===== src/rtl/edge_detect_pkg.sv =====
// Shared types and defaults for the edge-detect pipeline blocks.
// Holds the frame-control FSM encoding, default image size and counter sizing helpers.
package edge_detect_pkg;

   localparam int DEF_WIDTH  = 720;
   localparam int DEF_HEIGHT = 540;

   typedef enum logic {
      S_RUN = 1'b0,
      S_EOF = 1'b1
   } state_t;

   // Counter width for a 0..n-1 range; never narrower than one bit.
   function automatic int cnt_w(input int n);
      return (n > 1) ? $clog2(n) : 1;
   endfunction

   function automatic logic is_border(input int col, input int row, input int w, input int h);
      return (row == 0) || (row == h - 1) || (col == 0) || (col == w - 1);
   endfunction

endpackage


===== src/rtl/gray_expand_pixel_counter.sv =====
// pixel_counter: raster-order column/row position of the next pixel to be popped.
// last flags the bottom-right pixel so the owner can detect end of frame.
module pixel_counter
   import edge_detect_pkg::*;
#(
   parameter int WIDTH  = DEF_WIDTH,
   parameter int HEIGHT = DEF_HEIGHT
) (
   input  logic                      clock,
   input  logic                      reset,
   input  logic                      advance,
   output logic [cnt_w(WIDTH)-1:0]   col,
   output logic [cnt_w(HEIGHT)-1:0]  row,
   output logic                      last
);

   localparam int CW = cnt_w(WIDTH);
   localparam int RW = cnt_w(HEIGHT);
   localparam logic [CW-1:0] COL_MAX = CW'(WIDTH - 1);
   localparam logic [RW-1:0] ROW_MAX = RW'(HEIGHT - 1);

   logic [CW-1:0] r_col;
   logic [RW-1:0] r_row;
   logic          w_col_end;
   logic          w_row_end;

   assign w_col_end = (r_col == COL_MAX);
   assign w_row_end = (r_row == ROW_MAX);

   always_ff @(posedge clock or negedge reset) begin
      if (!reset) begin
         r_col <= '0;
         r_row <= '0;
      end else if (advance) begin
         if (w_col_end) begin
            r_col <= '0;
            r_row <= w_row_end ? '0 : r_row + 1'b1;
         end else begin
            r_col <= r_col + 1'b1;
         end
      end
   end

   assign col  = r_col;
   assign row  = r_row;
   assign last = w_col_end && w_row_end;

endmodule


===== src/rtl/gray_expand.sv =====
// gray_expand: moves gray pixels from an FWFT FIFO into an RGB FIFO as {g,g,g}.
// Define GRAY_EXPAND_BORDER_ZERO_EN to write the one-pixel frame border as zero.
module gray_expand
   import edge_detect_pkg::*;
#(
   parameter int WIDTH      = DEF_WIDTH,
   parameter int HEIGHT     = DEF_HEIGHT,
   parameter int DATA_WIDTH = 24
) (
   input  logic                      clock,
   input  logic                      reset,
   input  logic [DATA_WIDTH/3-1:0]   in_dout,
   input  logic                      in_empty,
   output logic                      in_rd_en,
   output logic [DATA_WIDTH-1:0]     out_din,
   input  logic                      out_full,
   output logic                      out_wr_en,
   output logic                      frame_done,
   output state_t                    o_dbg_state,
   output logic [cnt_w(WIDTH)-1:0]   o_dbg_col,
   output logic [cnt_w(HEIGHT)-1:0]  o_dbg_row
);

   state_t                  r_state;
   logic                    r_valid;
   logic [DATA_WIDTH-1:0]   r_out_din;
   logic                    r_frame_done;

   logic                    w_pop;
   logic                    w_write;
   logic                    w_last;
   logic [cnt_w(WIDTH)-1:0] w_col;
   logic [cnt_w(HEIGHT)-1:0] w_row;
   logic [DATA_WIDTH-1:0]   w_pixel;

   // Handshake: upstream transfers on an edge where in_rd_en=1 (only while !in_empty);
   // downstream transfers on an edge where out_wr_en=1 (only while !out_full).
   // The single output slot may be refilled on the same edge it is drained.
   assign w_write = r_valid && !out_full;
   assign w_pop   = reset && (r_state == S_RUN) && !in_empty && (!r_valid || !out_full);

   pixel_counter #(
      .WIDTH  (WIDTH),
      .HEIGHT (HEIGHT)
   ) u_pixel_counter (
      .clock   (clock),
      .reset   (reset),
      .advance (w_pop),
      .col     (w_col),
      .row     (w_row),
      .last    (w_last)
   );

`ifdef GRAY_EXPAND_BORDER_ZERO_EN
   assign w_pixel = is_border(int'(w_col), int'(w_row), WIDTH, HEIGHT) ? '0 : {3{in_dout}};
`else
   assign w_pixel = {3{in_dout}};
`endif

   always_ff @(posedge clock or negedge reset) begin
      if (!reset) begin
         r_state      <= S_RUN;
         r_valid      <= 1'b0;
         r_out_din    <= '0;
         r_frame_done <= 1'b0;
      end else begin
         r_frame_done <= 1'b0;
         if (w_pop) begin
            r_out_din <= w_pixel;
            r_valid   <= 1'b1;
         end else if (w_write) begin
            r_valid <= 1'b0;
         end
         case (r_state)
            S_RUN: begin
               if (w_pop && w_last) begin
                  r_state <= S_EOF;
               end
            end
            S_EOF: begin
               // Nothing is popped here, so an empty slot means the last pixel is out.
               if (!r_valid) begin
                  r_frame_done <= 1'b1;
                  r_state      <= S_RUN;
               end
            end
            default: r_state <= S_RUN;
         endcase
      end
   end

   assign in_rd_en    = w_pop;
   assign out_wr_en   = w_write;
   assign out_din     = r_out_din;
   assign frame_done  = r_frame_done;
   assign o_dbg_state = r_state;
   assign o_dbg_col   = w_col;
   assign o_dbg_row   = w_row;

endmodule


===== config.mk =====
export PLATFORM = sky130hd
export DESIGN_NAME = gray_expand
export DESIGN_NICKNAME = d
export VERILOG_FILES = /design/src/rtl/edge_detect_pkg.sv /design/src/rtl/gray_expand_pixel_counter.sv /design/src/rtl/gray_expand.sv
export SDC_FILE = /design/constraint.sdc
export NUM_CORES = 1
export LEC_CHECK = 0
export ABC_CLOCK_PERIOD_IN_PS = 1480
export BUFFER_PORTS_ARGS = -buffer_cell sky130_fd_sc_hd__buf_4
export CAP_MARGIN = 15
export CELL_PAD_IN_SITES_DETAIL_PLACEMENT = 1
export CELL_PAD_IN_SITES_GLOBAL_PLACEMENT = 1
export CORE_ASPECT_RATIO = 0.7
export CORE_MARGIN = 3
export CORE_UTILIZATION = 32
export CTS_CLUSTER_SIZE = 25
export DETAILED_ROUTE_END_ITERATION = 10
export PLACE_DENSITY_LB_ADDON = 0.05
export SLEW_MARGIN = 25
export SYNTH_ARGS = -nofsm -noshare
export SYNTH_HDL_FRONTEND = slang
export SYNTH_SLANG_ARGS = --single-unit

===== constraint.sdc =====
create_clock -name clock -period 1.48 [get_ports clock]
set_input_delay 0.148 -clock clock [delete_from_list [all_inputs] [get_ports clock]]
set_output_delay 0.148 -clock clock [all_outputs]
set_load 0.01 [all_outputs]

==> impl_metrics.tcl, run 1 <==
set metrics [dict create \
    status "finished, violations left" \
    failed_checks "setup timing" \
    design_area_mm2 0.00275 \
    synthArstFlopShare 1.00 \
    startpoint_type "flip-flop" \
    relSlewSlack 0.793 \
    nets 277 \
    hold_violations 0 \
    place_ws_ps -203 \
    worst_pin_slew_ps 308 \
    yosysWarningCount 0 \
    place_hpwl_mm 3.84 \
    antenna_found_initial 0 \
    p_sw_frac 0.323 \
    yosys.area.top_type "dfrtp_1" \
    grt_pass1_wl_mm 8.87 \
    ys_top_cells_by_area "dfrtp_1, nand2_1, buf_4" \
    post-route-period-util 1.12 \
    num_rows 20 \
    num_io_pins 60 \
    grt_start_max_net_pins 23 \
    synth_area_mm2 0.00161 \
    intPower_w 0.00175 \
    pwr-share-seq 0.413 \
    die_h_um 65.3 \
    wl_per_cell_um 17.1 \
    place_inst 312 \
    p_leak_nw 1.36 \
    syn_nets 181 \
    first_global_vias 1695 \
    setup_violations 19 \
    drive_gt1_frac 0.640 \
    min_period_ps 1660 \
    layout.cells.non_filler 330 \
    worstPathCellList "ha_2 -> nand3_4 -> nand3b_1 -> buf_12 -> a211o_1 -> a21o_1" \
    cts.htree.levels 2 \
    ys_types 38 \
    irDropWorstVdd_uv 396 \
    hold_class "input pin to flip-flop" \
    track_usage 0.191 \
    ys_seq_area_frac 0.483 \
    wl_met3_um 287 \
    max_freq_mhz 602 \
    pwr_density_cell_mw_per_mm2 937 \
    clk_pin_slew_ps 70 \
    slew_violations 0 \
    drtAntennaViolNets 0 \
    num_vias 1607 \
    combPwrFrac 0.333 \
    critPathArrivalTime_ps 1840 \
    synthCells 167 \
    power_w 0.00258 \
    synth_edf_count 0 \
    clockBufferDepth 2 \
    crit_fanout 8 \
    clock_skew_ps 9.75 \
    crit_type "flip-flop to flip-flop" \
    synth-seq-cells 31 \
    fin_ws_ps -182 \
    max_stage_delay_ps 370 \
    synthTopCellsByCount "nand2_1, dfrtp_1, buf_4" \
    fillCellCount 519 \
    rsz0062_at_grt "true" \
    met1_length_mm 2.61 \
    synth_top_cell_area_share 0.483 \
    p_sw_w 0.000833 \
    drt_iter0_drc 65 \
    diodes 0 \
    dieArea_mm2 0.00592 \
    drt_wl_total_mm 5.65 \
    cp.required_ps 1660 \
    top_layer "met4" \
    dr_wl_met2_mm 2.69 \
    yosysMostFrequentCell "nand2_1" \
    die_x_um 90.7 \
    cts_tree "built" \
    p_clk_frac 0.253 \
    start_util 0.351 \
    core_area_mm2 0.00458 \
    endpoint_kind "flip-flop" \
    firstDrtPassIters 4 \
    gr-total-overflow 0 \
    place.gp.congestion 0.855 \
    slowest_stage "dfrtp_1" \
    port_buffers 59 \
    avgViaCountPerCell 4.87 \
    syn_area_per_cell_um2 9.62 \
    drv_cap 0 \
    root_buffer "clkbuf_8" \
    clock_latency_ps 290 \
    fin_tns_setup_ps -1880 \
    place_area_mm2 0.00233 \
    drc 0 \
    syn2layout_area_growth_pct 71.4 \
    cts_buffers 5 \
    synth-main-ff-cell "dfrtp_1" \
    clock-sinks 31 \
]
==> what timing repair did <==
| action | CTS | global route |
|---|---|---|
| setup endpoints to repair | 29 | 30 |
| hold endpoints to repair | 31 | 0 |
| cloned | 1 | 1 |
| hold buffers | 1 | 0 |
| gates resized for setup | 24 | 50 |
| pin swaps | 7 | 23 |
| setup buffers | 5 | 5 |
==> area by class of cell <==
| cell class | instances | area, um^2 | share of cell area |
|---|---|---|---|
| clock buffer | 7 | 76.3 | 0.0277 |
| sequential | 31 | 782 | 0.284 |
| timing repair buffer | 109 | 886 | 0.322 |
| tap | 66 | 82.6 | 0.0300 |
| inverter | 2 | 10.0 | 0.00363 |
| clock inverter | 1 | 5.00 | 0.00182 |
| multi-input combinational | 114 | 912 | 0.331 |
==> cells by family after synthesis <==
group	share of synthesized area
flip-flops	0.483
adder cells (fa/ha/maj)	0.0156
buffers and inverters	0.102
XOR/XNOR	0.0436
AO/OA/AOI/OAI	0.0872
AND/OR/NAND/NOR	0.262
multiplexers	0.00623
==> power by group through the flow <==
stage / registers [W] / clock network (W) / logic [W]
after floorplan: 0.00112 / 0 / 0.000271
after global placement: 0.00105 / 0 / 0.000729
after detailed placement: 0.00107 / 0 / 0.000744
after CTS: 0.00105 / 0.000668 / 0.000764
after global routing: 0.00108 / 0.000717 / 0.000926
final: 0.00107 / 0.000654 / 0.000860
==> cells in the final DEF, fill, tap and decap left out, types with 6 or more instances in the layout <==
cell type | netlist | layout
buf_4 | 16 | 99
dfrtp_1 | 31 | 26
nand2_1 | 38 | 19
nand2_2 | 1 | 12
nand2_4 | 0 | 8
nand4_1 | 7 | 7
o21ai_2 | 0 | 6
buf_6 | 2 | 6
==> state kept, by name (all words and copies together), names as in the netlist <==
register,cells
o_dbg_state,1
u_pixel_counter.row,10
out_din,8
r_valid,1
u_pixel_counter.col,10
frame_done,1
==> per-stage QoR <==
| step | hold slack (ps) | util |
|---|---|---|
| floorplan | -148 | - |
| global placement | 55.7 | 0.508 |
| detailed placement | 59.4 | 0.508 |
| CTS | 48.4 | 0.555 |
| global route | 53.8 | 0.601 |
| finish | 59.6 | 0.601 |
==> critical path: cells and delay by family, from the launching register on <==
family / cells / cell delay, ps
and+or+nand+nor: 2 / 350
DFF: 1 / 370
adders and majority gates: 1 / 220
buffers and inverters: 1 / 210
AOI/OAI and AO/OA: 2 / 390
==> per-layer routing <==
| layer | vias up | global-route usage |
|---|---|---|
| met5 | - | 0 |
| met4 | 0 | 0.0534 |
| met3 | 8 | 0.0435 |
| met2 | 41 | 0.304 |
| met1 | 797 | 0.262 |
| li1 | 761 | - |
==> worst paths after layout <==
path	start	to	slack (ps)	cells past startpoint
hold reg to reg	r_valid$_DFFE_PN0P_	frame_done$_DFF_PN0_	490	1
hold / removal	in_dout[5]	out_din[21]$_DFFE_PN0P_	60	3
max in group asynchronous	reset	u_pixel_counter.col[6]$_DFFE_PN0P_	720	3
setup reg to reg	u_pixel_counter.col[0]$_DFFE_PN0P_	u_pixel_counter.row[3]$_DFFE_PN0P_	-180	6
setup / recovery	u_pixel_counter.col[0]$_DFFE_PN0P_	u_pixel_counter.row[3]$_DFFE_PN0P_	-180	6
min in group asynchronous	reset	u_pixel_counter.col[3]$_DFFE_PN0P_	380	3
(Power assumes the default switching activity.)
==> run 2, diff against run 1 <==
--- a/config.mk
+++ b/config.mk
@@ -16,6 +16,7 @@
 export CTS_CLUSTER_SIZE = 25
 export DETAILED_ROUTE_END_ITERATION = 10
 export PLACE_DENSITY_LB_ADDON = 0.05
+export REMOVE_ABC_BUFFERS = 1
 export SLEW_MARGIN = 25
 export SYNTH_ARGS = -nofsm -noshare
 export SYNTH_HDL_FRONTEND = slang
==> impl_metrics.tcl, run 2 (synthesis results as in run 1) <==
set metrics [dict create \
    status "finished, violations left" \
    failed_checks "setup timing" \
    p_sw_w 0.000795 \
    hold_start "in_dout[2]" \
    clock_latency_ps 280 \
    dieArea_mm2 0.00592 \
    rsz0062_at_grt "true" \
    combPwrFrac 0.338 \
    crit_type "flip-flop to flip-flop" \
    drtAntennaViolNets 0 \
    cts.htree.levels 2 \
    drv_cap 0 \
    place_ws_ps -175 \
    slew_violations 0 \
    place.gp.congestion 0.795 \
    p_leak_nw 1.41 \
    die_x_um 90.7 \
    r2r_start "o_dbg_state$_DFF_PN0_" \
    place_area_mm2 0.00231 \
    root_buffer "clkbuf_8" \
    intPower_w 0.00172 \
    drt_wl_total_mm 5.85 \
    p_clk_frac 0.247 \
    antenna_found_initial 0 \
    wl_per_cell_um 17.2 \
    crit_fanout 7 \
    slowest_stage "dfrtp_1" \
    clk_pin_slew_ps 60 \
    endpoint_kind "flip-flop" \
    fin_ws_ps -199 \
    clock_skew_ps 7.01 \
    firstDrtPassIters 4 \
    min_period_ps 1680 \
    die_h_um 65.3 \
    first_global_vias 1650 \
    cp_top_family "flip-flops" \
    utilization 0.606 \
    syn2layout_area_growth_pct 72.7 \
    track_usage 0.192 \
    place_hpwl_mm 3.82 \
    critPathArrivalTime_ps 1850 \
    design_area_mm2 0.00278 \
    max_stage_delay_ps 410 \
    relSlewSlack 0.789 \
    fillCellCount 527 \
    grt_pass1_wl_mm 8.77 \
    clockBufferDepth 2 \
    setup_violations 20 \
    start_util 0.351 \
    cts_buffers 5 \
    layout.cells.non_filler 339 \
    path_buf_inv 2 \
    cp.required_ps 1650 \
    hold_violations 0 \
    core_area_mm2 0.00458 \
    num_rows 20 \
    num_vias 1661 \
    irDropWorstVdd_uv 648 \
    p_sw_frac 0.316 \
    max_freq_mhz 596 \
    worstPathCellList "nor3b_2 -> buf_4 -> nand3b_1 -> buf_6 -> a211o_1 -> a21o_1" \
    drc 0 \
    post-route-period-util 1.13 \
    place_inst 315 \
    hold_class "input pin to flip-flop" \
    nets 288 \
    drt_iter0_drc 62 \
    cts_tree "built" \
    power_w 0.00251 \
    final_common_cell "buf_4" \
    pwr-share-seq 0.415 \
    port_buffers 59 \
    drive_gt1_frac 0.604 \
    num_io_pins 60 \
    pwr_density_cell_mw_per_mm2 906 \
    gr-total-overflow 0 \
    final_cell_mix "buf_4, dfrtp_1, nand2_1, buf_6, nand2_2" \
    worst_pin_slew_ps 315 \
    startpoint_type "flip-flop" \
    grt_start_max_net_pins 22 \
    diodes 0 \
    crit_start "o_dbg_state$_DFF_PN0_" \
    avgViaCountPerCell 4.90 \
    clock-sinks 31 \
]
## run 2: power groups by stage
stage	sequential (W)	clock [W]	combinational [W]
global placement	0.00104	0	0.000723
floorplan	0.00115	0	0.000127
detailed placement	0.00106	0	0.000743
CTS	0.00104	0.000629	0.000820
finish	0.00104	0.000621	0.000849
global route	0.00106	0.000670	0.000923
## run 2: layout make-up
class	count	area, um^2	share of cell area
clock buffers	6	72.6	0.0261
inverters	2	10.0	0.00361
multi-input cells	114	866	0.312
flip-flops and latches	31	776	0.280
well taps	66	82.6	0.0298
repair buffers	120	968	0.349
## run 2: worst paths after layout
path / slack [ps] / end / depth (start not counted)
worst max-delay path: -200 / u_pixel_counter.row[3]$_DFFE_PN0P_ / 6
worst min-delay path: 60 / out_din[18]$_DFFE_PN0P_ / 3
worst max register to register: -200 / u_pixel_counter.row[3]$_DFFE_PN0P_ / 6
worst min register to register: 470 / frame_done$_DFF_PN0_ / 1
max in group asynchronous: 780 / u_pixel_counter.col[6]$_DFFE_PN0P_ / 3
min in group asynchronous: 410 / u_pixel_counter.col[3]$_DFFE_PN0P_ / 3
## run 2: layer usage
metal  share of wire  routed length, um  global-route usage  vias up
met4           0.012                 73              0.0496        0
met5               0                  0                   0        -
li1                -                  -                   -      783
met2            0.50               2910               0.320       38
met1            0.45               2610               0.255      831
met3           0.042                246              0.0412        9
## run 2: timing repair
action                                  CTS  global route
setup buffers                             8             9
cloned                                    2             0
endpoints found under the hold margin    31             0
resized for setup                        45            26
endpoints found under the setup margin   29            28
hold buffers                              1             0
pin swaps                                20            23
## run 2: metrics by stage
stage	setup TNS (ps)	hold WS, ps
3_3_place_gp	-1320	103
2_1_floorplan	-3530	-148
6_report	-2320	56.3
3_5_place_dp	-2610	111
4_1_cts	-1130	51.1
5_1_grt	-3870	72.2
## run 2: worst min-delay path, delay by kind of cell
kind / cells / cell delay [ps]
buffers and inverters: 1 / 80
and+or+nand+nor: 2 / 80
==> run 3, diff against run 2 <==
--- a/config.mk
+++ b/config.mk
@@ -15,7 +15,7 @@
 export CORE_UTILIZATION = 32
 export CTS_CLUSTER_SIZE = 25
 export DETAILED_ROUTE_END_ITERATION = 10
-export PLACE_DENSITY_LB_ADDON = 0.05
+export PLACE_DENSITY = 0.83
 export REMOVE_ABC_BUFFERS = 1
 export SLEW_MARGIN = 25
 export SYNTH_ARGS = -nofsm -noshare
==> impl_metrics.tcl, run 3 (synthesis results as in run 1) <==
set metrics [dict create \
    status "finished, violations left" \
    failed_checks "setup timing" \
    firstDrtPassIters 4 \
    grt_use_met3 0.0366 \
    p_sw_w 0.000877 \
    num_vias 1794 \
    p_leak_nw 1.43 \
    clockBufferDepth 2 \
    cts_buffers 5 \
    drt_iter0_drc 50 \
    fin_ws_ps -256 \
    path_buf_inv 2 \
    post-route-period-util 1.17 \
    startpoint_type "flip-flop" \
    irDropWorstVdd_uv 615 \
    antenna_found_initial 0 \
    cts.htree.levels 2 \
    clock-sinks 31 \
    cts_tree "built" \
    critPathArrivalTime_ps 1970 \
    max_freq_mhz 576 \
    p_sw_frac 0.324 \
    diodes 0 \
    grt.met2_usage 0.369 \
    max_stage_delay_ps 390 \
    wl_per_cell_um 20.6 \
    power_w 0.00271 \
    drv_cap 0 \
    nets 288 \
    grtUsageMet1 0.269 \
    hold_violations 0 \
    final_common_cell "buf_4" \
    pwr_density_cell_mw_per_mm2 961 \
    die_x_um 90.7 \
    core_area_mm2 0.00458 \
    combPwrFrac 0.325 \
    drc 0 \
    drive_gt1_frac 0.604 \
    avgViaCountPerCell 5.26 \
    p_clk_frac 0.281 \
    utilization 0.614 \
    clock_latency_ps 300 \
    place.gp.congestion 0.888 \
    drt_wl_total_mm 7.02 \
    relSlewSlack 0.765 \
    timing.hold.ws_ps 47.4 \
    setup_violations 19 \
    cp_top_family "simple AND/OR/NAND/NOR gates" \
    place_hpwl_mm 4.06 \
    num_io_pins 60 \
    final_cell_mix "buf_4, nand2_1, dfrtp_1, buf_6" \
    first_global_vias 1832 \
    num_rows 20 \
    hold_class "input pin to flip-flop" \
    grt.busiest_layer "met2" \
    crit_fanout 5 \
    grt_pass1_wl_mm 9.81 \
    root_buffer "clkbuf_8" \
    fillCellCount 517 \
    worst_pin_slew_ps 351 \
    slew_violations 0 \
    min_period_ps 1740 \
    drtAntennaViolNets 0 \
    syn2layout_area_growth_pct 75.2 \
    port_buffers 59 \
    cp.required_ps 1720 \
    clock_skew_ps 12.7 \
    die_h_um 65.3 \
    rsz0062_at_grt "true" \
    crit_type "flip-flop to flip-flop" \
    fin_tns_setup_ps -2520 \
    track_usage 0.213 \
    pwr-share-seq 0.394 \
    gr-total-overflow 0 \
    worstPathCellList "ha_2 -> nand3_2 -> nand3b_1 -> buf_6 -> buf_4 -> nor4_2 -> a21o_1" \
    intPower_w 0.00183 \
    endpoint_kind "flip-flop" \
    grt_start_max_net_pins 23 \
    clk_pin_slew_ps 70 \
    slowest_stage "dfrtp_1" \
    start_util 0.351 \
    dieArea_mm2 0.00592 \
]
[run 3: stage by stage]
stage | instances | setup WS [ps] | instance area, um^2
floorplan | 146 | -305 | 1450
global placement | 313 | -219 | 2290
detailed placement | 313 | -223 | 2290
CTS | 328 | -161 | 2540
global route | 341 | -335 | 2810
finish | 341 | -256 | 2810
[run 3: what timing repair did]
action | CTS | global route
hold buffers | 1 | 0
cloned | 1 | 1
pin swaps | 14 | 28
setup buffers | 5 | 13
hold endpoints to repair | 31 | 0
setup endpoints to repair | 27 | 22
resized for setup | 30 | 43
[run 3: final timing paths]
check | start | endpoint | slack (ps) | cells past startpoint
setup / recovery | u_pixel_counter.col[0]$_DFFE_PN0P_ | u_pixel_counter.row[3]$_DFFE_PN0P_ | -260 | 7
hold / removal | in_dout[0] | out_din[16]$_DFFE_PN0P_ | 50 | 3
setup reg to reg | u_pixel_counter.col[0]$_DFFE_PN0P_ | u_pixel_counter.row[3]$_DFFE_PN0P_ | -260 | 7
hold reg to reg | out_din[18]$_DFFE_PN0P_ | out_din[18]$_DFFE_PN0P_ | 540 | 2
max in group asynchronous | reset | u_pixel_counter.row[3]$_DFFE_PN0P_ | 780 | 3
min in group asynchronous | reset | u_pixel_counter.row[4]$_DFFE_PN0P_ | 380 | 3
[run 3: power groups by stage]
stage	clock network (W)	registers, W	logic, W
5_1_grt	0.000806	0.00108	0.000930
3_5_place_dp	0	0.00106	0.000751
2_1_floorplan	0	0.00115	0.000127
3_3_place_gp	0	0.00105	0.000722
4_1_cts	0.000765	0.00105	0.000793
6_report	0.000759	0.00107	0.000879
[run 3: per-layer routing]
metal / vias to the layer above / part of all wire
met5: - / 0
met4: 0 / 0.021
met3: 17 / 0.047
met2: 74 / 0.50
met1: 920 / 0.43
li1: 783 / -
[run 3: worst register-to-register path: stages, from the launching register on]
cell and delay, ps:
dfrtp_1 390, ha_2 200, nand3_2 70, nand3b_1 280, buf_6 220, buf_4 140
nor4_2 260, a21o_1 130
[run 3: final cells by class]
type	instances	area, um^2	share of cell area
multi-input combinational	114	891	0.317
inverter	2	10.0	0.00356
tap	66	82.6	0.0293
sequential	31	777	0.276
timing repair buffer	120	953	0.339
clock buffer	8	100	0.0356
